[config.mk]
export PLATFORM = sky130hd
export DESIGN_NAME = seq_stage_ctrl
export DESIGN_NICKNAME = d
export VERILOG_FILES = /design/src/rtl/seq_stage_ctrl.sv
export SDC_FILE = /design/constraint.sdc
export NUM_CORES = 1
export LEC_CHECK = 0
export BUFFER_PORTS_ARGS = -buffer_cell sky130_fd_sc_hd__buf_4
export CORE_MARGIN = 4
export CORE_UTILIZATION = 39
export CTS_CLUSTER_DIAMETER = 100
export CTS_CLUSTER_SIZE = 30
export DETAILED_ROUTE_END_ITERATION = 8
export PLACE_DENSITY = 0.78
export RECOVER_POWER = 50
export SYNTH_ARGS = -nofsm -noshare
export SYNTH_HDL_FRONTEND = slang
export SYNTH_SLANG_ARGS = --single-unit
[constraint.sdc]
create_clock -name clk -period 1.9 [get_ports clk]
set_clock_uncertainty 0.15 [all_clocks]
set_input_delay 0.38 -clock clk [delete_from_list [all_inputs] [get_ports clk]]
set_output_delay 0.38 -clock clk [all_outputs]
set_load 0.02 [all_outputs]
[src/rtl/seq_stage_ctrl.sv]
// seq_stage_ctrl: multi-cycle Y86-64 SEQ sequencer owning the architectural PC.
// Steps one instruction through FETCH/DECODE/EXECUTE/MEMORY/WRITEBACK/PCUPDATE,
// handshakes with instruction/data memory, selects the next PC and tracks status.
// Ports:
//   clk, rst_n                      clock, asynchronous active-low reset
//   start                           leave IDLE and begin execution at pc
//   icode, fetch_ack, imem_err,
//   ins_err                         fetch result and errors
//   valP, valC, valM, cnd           next-PC candidates and branch condition
//   dmem_ack, dmem_err              data memory completion and error
//   pc                              architectural PC
//   fetch_req, dec_en, exe_en,
//   mem_req, wb_en                  stage requests/enables
//   stat                            1=AOK 2=HLT 3=ADR 4=INS
//   busy                            high outside IDLE and STOP
// Optional: SEQ_CTRL_PERF_EN adds cyc_cnt (busy cycles) and ret_cnt (PCUPDATEs).
module seq_stage_ctrl #(
    parameter int                  DATA_WID = 64,
    parameter logic [DATA_WID-1:0] RESET_PC = '0
) (
    input  logic                clk,
    input  logic                rst_n,
    input  logic                start,
    input  logic [3:0]          icode,
    input  logic                fetch_ack,
    input  logic                imem_err,
    input  logic                ins_err,
    input  logic [DATA_WID-1:0] valP,
    input  logic [DATA_WID-1:0] valC,
    input  logic [DATA_WID-1:0] valM,
    input  logic                cnd,
    input  logic                dmem_ack,
    input  logic                dmem_err,
    output logic [DATA_WID-1:0] pc,
    output logic                fetch_req,
    output logic                dec_en,
    output logic                exe_en,
    output logic                mem_req,
    output logic                wb_en,
    output logic [2:0]          stat,
    output logic                busy
`ifdef SEQ_CTRL_PERF_EN
    ,
    output logic [31:0]         cyc_cnt,
    output logic [31:0]         ret_cnt
`endif
);
    typedef enum logic [2:0] {IDLE, FETCH, DECODE, EXECUTE, MEMORY, WRITEBACK, PCUPDATE, STOP} state_t;
    localparam logic [3:0] I_HALT = 4'h0, I_RMMOV = 4'h4, I_MRMOV = 4'h5, I_JXX = 4'h7,
                           I_CALL = 4'h8, I_RET = 4'h9, I_PUSH = 4'hA, I_POP = 4'hB;
    localparam logic [2:0] S_AOK = 3'd1, S_HLT = 3'd2, S_ADR = 3'd3, S_INS = 3'd4;
    state_t              state, state_nx;
    logic [2:0]          stat_nx;
    logic [DATA_WID-1:0] pc_nx;
    logic                mem_op;
    assign mem_op = icode inside {I_RMMOV, I_MRMOV, I_PUSH, I_POP, I_CALL, I_RET};
    always_comb begin
        state_nx = state;
        stat_nx  = stat;
        pc_nx    = icode == I_CALL ? valC : icode == I_JXX ? (cnd ? valC : valP) : icode == I_RET ? valM : valP;
        case (state)
            IDLE:      state_nx = start ? FETCH : IDLE;
            FETCH: if (fetch_ack) begin
                // address fault outranks an illegal instruction
                state_nx = (imem_err || ins_err || icode == I_HALT) ? STOP : DECODE;
                stat_nx  = imem_err ? S_ADR : ins_err ? S_INS : icode == I_HALT ? S_HLT : stat;
            end
            DECODE:    state_nx = EXECUTE;
            EXECUTE:   state_nx = mem_op ? MEMORY : WRITEBACK;
            MEMORY: if (dmem_ack) begin
                state_nx = dmem_err ? STOP : WRITEBACK;
                stat_nx  = dmem_err ? S_ADR : stat;
            end
            WRITEBACK: state_nx = PCUPDATE;
            PCUPDATE:  state_nx = FETCH;
            default:   state_nx = STOP;
        endcase
    end
    // outputs are decoded from the next state so they appear registered with it
    always_ff @(posedge clk or negedge rst_n) begin
        if (!rst_n) begin
            state     <= IDLE;
            pc        <= RESET_PC;
            stat      <= S_AOK;
            fetch_req <= 1'b0;
            dec_en    <= 1'b0;
            exe_en    <= 1'b0;
            mem_req   <= 1'b0;
            wb_en     <= 1'b0;
            busy      <= 1'b0;
        end else begin
            state     <= state_nx;
            stat      <= stat_nx;
            if (state == PCUPDATE) pc <= pc_nx;
            fetch_req <= state_nx == FETCH;
            dec_en    <= state_nx == DECODE;
            exe_en    <= state_nx == EXECUTE;
            mem_req   <= state_nx == MEMORY;
            wb_en     <= state_nx == WRITEBACK;
            busy      <= !(state_nx inside {IDLE, STOP});
        end
    end
`ifdef SEQ_CTRL_PERF_EN
    always_ff @(posedge clk or negedge rst_n) begin
        if (!rst_n) begin
            cyc_cnt <= '0;
            ret_cnt <= '0;
        end else begin
            cyc_cnt <= cyc_cnt + 32'(busy);
            ret_cnt <= ret_cnt + 32'(state == PCUPDATE);
        end
    end
`endif
endmodule

After elaboration in Yosys (flattened, before gate mapping)
Cells that the tools add are included.

Input bits: 205. Register bits: 76. Word-level logic and storage cells: 60. Output and inout bits: 73.

Multiplexer cells: 18. Reduce and logical (&&, ||, !) cells: 10. Eq/ne operators: 23.

Operators with widths (count): 64-bit two-way mux (4); 3-bit two-way mux (9); 3-bit case mux with 7 select lines (1); 3-bit equality test, second input constant (6); 4-bit equality test, second input constant (4); 3-bit by 2-bit equality test with 1-bit output, second input constant (4); 4-bit by 3-bit equality test with 1-bit output, second input constant (3); 3-bit by 1-bit equality test with 1-bit output, second input constant (2); 3-bit zero test (2); 2-bit inequality test, second input constant (3); 3-bit case mux with 2 select lines (1); 6-bit nonzero test (1); 5-bit AND reduction (1); 4-bit zero test (1); 4-bit inequality test, second input constant (1); 2-bit nonzero test (2); 1-bit logical OR (2); 1-bit two-way mux (2); 2-bit two-way mux (1); 1-bit zero test (1).

Logic depth before layout (Yosys ltp)
Depth in word-level cells: 8. Depth in mapped cells: 7. Depth with buffers taken out: 5.

Least setup slack after synthesis
Ideal clock, no wire load.

Path kind: in2reg. Start point: in icode[2]. End point: reg pc[0]. Setup slack: 0.165 ns. Stages: 6. Arrival: 1.461 ns. Library setup time: 0.124 ns. Path through: nand2b_1 or3b_4 buf_6 buf_6 o221ai_2 o21ai_1.

Cells in the longest elaborated chain, start to end: 4. Elaborated cells on any way between the ends: 6.

RTL lines: start, declared (RTL line 24) `input logic [3:0] icode,`; 4-bit equality test (RTL line 60) `pc_nx = icode == I_CALL ? valC : icode == I_JXX ? (cnd ? valC : valP) : icode == I_RET ? valM : valP;`; 64-bit two-way mux (2 in a row) (RTL line 60); 64-bit two-way mux (*) (RTL line 60); end signal, assigned (RTL line 94) `if (state == PCUPDATE) pc <= pc_nx;`; end, declared (RTL line 34) `output logic [DATA_WID-1:0] pc,`.

Every way passes the cells marked *; elsewhere a longest branch is shown, timed or not. A chain may end at the register's enable or synchronous reset.

Final worst setup path
Start point: reg state[1]. End point: reg pc[58].

Cells in the longest elaborated chain, start to end: 1.

RTL lines: start, declared (RTL line 52) `state_t state, state_nx;`; start signal, assigned (RTL line 92) `state <= state_nx;`; 3-bit equality test (RTL line 94).

Every way passes these cells.

==> impl_metrics.toml <==
[clock_network]
cts_buffers = 9
htreeDepth = 3
clk_pin_slew_ns = 0.06
postCtsHoldBufs = 1
post_cts_buffers = 0
clk_latency_ns = 0.33
max-clock-path-buffers = 2
clkSinkCount = 76
ctsRootBufferMaster = "clkbuf_16"
cts_resized = 0
tritoncts = "yes"

[final_layout]
finalCoreUtilization_pct = 62.5
final_net_count = 963
antenna_cells = 0
num-fill-cells = 984
area_growth_pct = 55.2
stdcell_count = 905
drive_gt1_share_pct = 44.8

[sta]
whs_ns = 0.140
finalSetupViolCount = 0
finalMaxSlewViolations = 0
fin_crit_sh_pct = 90.1
period_needed_ns = 1.71
fmax_ghz = 0.584
rsz0062_at_grt = "no"
hold_viol = 0
max_slew_margin_pct = 39.5
worst_pin_slew_ns = 0.908

[logic_synthesis]
yosysWarnings = 0
synthArstFlopShare_pct = 100
avgSynthCellArea_sq_um = 9.37
yosysUniqueCellTypes = 38
netlist_instances = 495
synth-seq-cells = 76
synth_area_sq_mm = 0.00464
syn-num-nets = 700
synth-seq-area-share_pct = 41.0
synth_edf_count = 0
synth-main-ff-cell = "dfrtp_1"

[floorplanning]
core_sq_mm = 0.0115
die_h_um = 117
die_w_um = 117
rows = 39
dieArea_sq_mm = 0.0137
initial_utilization_pct = 40.3
ios = 278

[drt]
ant_nets = 0
wire_per_inst_um = 19.9
first_iter_violations = 384
dr.pass1.iters = 4
vias_per_cell = 5.81
routed_wl_um = 18000
drc = 0
vias = 5256

[power]
vdd_drop_max_v = 0.000712
power_density_mw_per_mm2 = 1300
cellLeakagePower_nw = 3.33

[setup_path]
startpoint_type = "flop"
r2r_start = "state[1]"
reg2reg_slack_ns = 0.19
end_kind = "flop"
worst-path-max-fanout = 25
arrival_ns = 1.82
r2r_cells = 5
path_class = "flop to flop"
critPathRequiredTime_ns = 2.01
r2r_end = "pc[58]"

[placement]
dp.cells = 889
place.gp.congestion = 0.890
io_buffers = 277
hpwl_um = 13000

[grt]
antenna_found_initial = 0
grt_pass1_wl_um = 26700
grt_use_total_pct = 25.1
grt_overflow_total = 0
grt_pass1_vias = 5435
grt_max_degree = 65

[outcome]
status = "finished clean"

[min_path]
hp-start = "valP[49]"
hold_path_class = "primary input to flop"
whs_endpoint = "pc[49]"
holdPathStages = 3

[job]
max_cap_violations = 0
## worst max path at each step
| stage | startpoint | to | slack, ns |
|---|---|---|---|
| 2_1_floorplan | icode[2] | pc[0] | 0.17 |
| 3_3_place_gp | icode[2] | pc[8] | -0.03 |
| 3_5_place_dp | icode[2] | pc[8] | -0.02 |
| 4_1_cts | state[1] | pc[58] | 0.17 |
| 5_1_grt | rst_n | pc[42] | 0.07 |
| 6_report | state[1] | pc[58] | 0.19 |
## area by class of cell
type,instances,area (sq um),share of cell area (%)
Clock inverter,4,72.6,1.01
Sequential cell,76,1900,26.4
Multi-Input combinational cell,365,2470,34.4
Timing Repair Buffer,299,2290,31.8
Inverter,7,26.3,0.365
Tap cell,143,179,2.49
Clock buffer,11,253,3.51
## state kept, by name (all words and copies together), names as in the netlist
name	cells
stat	3
wb_en	1
exe_en	1
mem_req	1
fetch_req	1
dec_en	1
busy	1
state	3
pc	64
## cells in the final DEF (no fill, tap or decap), types with 2 or more instances in the layout
cell type	Yosys	final
o221ai_2	50	50
clkbuf_8	0	2
clkbuf_2	0	2
inv_2	2	2
a2bb2oi_1	2	2
buf_4	0	248
buf_12	0	14
o21ai_1	60	60
o221ai_1	14	14
inv_1	5	5
nor2_4	1	2
nand2_1	4	4
a31oi_1	2	2
nor2_1	72	71
mux2i_1	2	2
clkbuf_1	21	34
a21oi_1	64	64
nand2b_1	4	4
o21ai_0	6	6
nor2b_1	3	3
clkbuf_16	0	9
bufinv_16	0	2
and3_1	64	64
dfrtp_1	75	75
## cells in the mapped netlist (all sizes together), types with 2 or more instances
cell      n  area, sq um
or3b      2         20.0
clkbuf   21         78.8
buf      26          174
a2bb2oi   2         17.5
and3     64          400
a21oi    64          320
o21ai    66          330
nor3      2         15.0
mux2      2         22.5
nor2     74          288
nor2b     3         18.8
mux2i     2         20.0
nand2     5         21.3
a31oi     2         12.5
o221ai   64          873
nand2b    4         25.0
dfrtp    75         1880
inv       7         26.3
## routing by layer
layer  part of all wire (%)  vias to the layer above  global-route usage (%)
met5                      0                        -                       0
li1                       -                     2405                       -
met2                     50                      300                    43.9
met1                     38                     2489                    28.4
met4                    4.1                        0                    13.9
met3                    8.4                       62                    5.35
## logic make-up after synthesis
| group | count (synthesis) | synth area share, % |
|---|---|---|
| AO/OA/AOI/OAI | 202 | 34.3 |
| AND/OR/NAND/NOR | 159 | 17.7 |
| flip-flops | 76 | 41.0 |
| buffers and inverters | 54 | 6.02 |
| multiplexers | 4 | 0.917 |
## power breakdown
group          switching (mW)  internal (mW)  total (mW)
clock network           0.660           1.21        1.87
logic                    2.67           1.95        4.62
registers               0.481           2.41        2.89
total                    3.81           5.57        9.38
## per-stage QoR
stage | area (sq um) | power, mW | setup TNS [ns] | setup slack, ns
final | 7200 | 9.38 | 0 | 0.188
after global routing | 7200 | 9.95 | 0 | 0.0724
after CTS | 7330 | 9.74 | 0 | 0.165
after detailed placement | 6990 | 7.82 | -0.0765 | -0.0220
after global placement | 6990 | 7.69 | -0.0274 | -0.0274
after floorplan | 4640 | 5.49 | 0 | 0.165
## critical path, cell delays in order, from the launching register on
cell      delay (ns)
dfrtp_1         0.49
nand3_2         0.20
nor2_4          0.25
buf_12          0.23
o221ai_1        0.16
o21ai_1         0.16
Note: power is estimated with default switching activity, not from simulation.
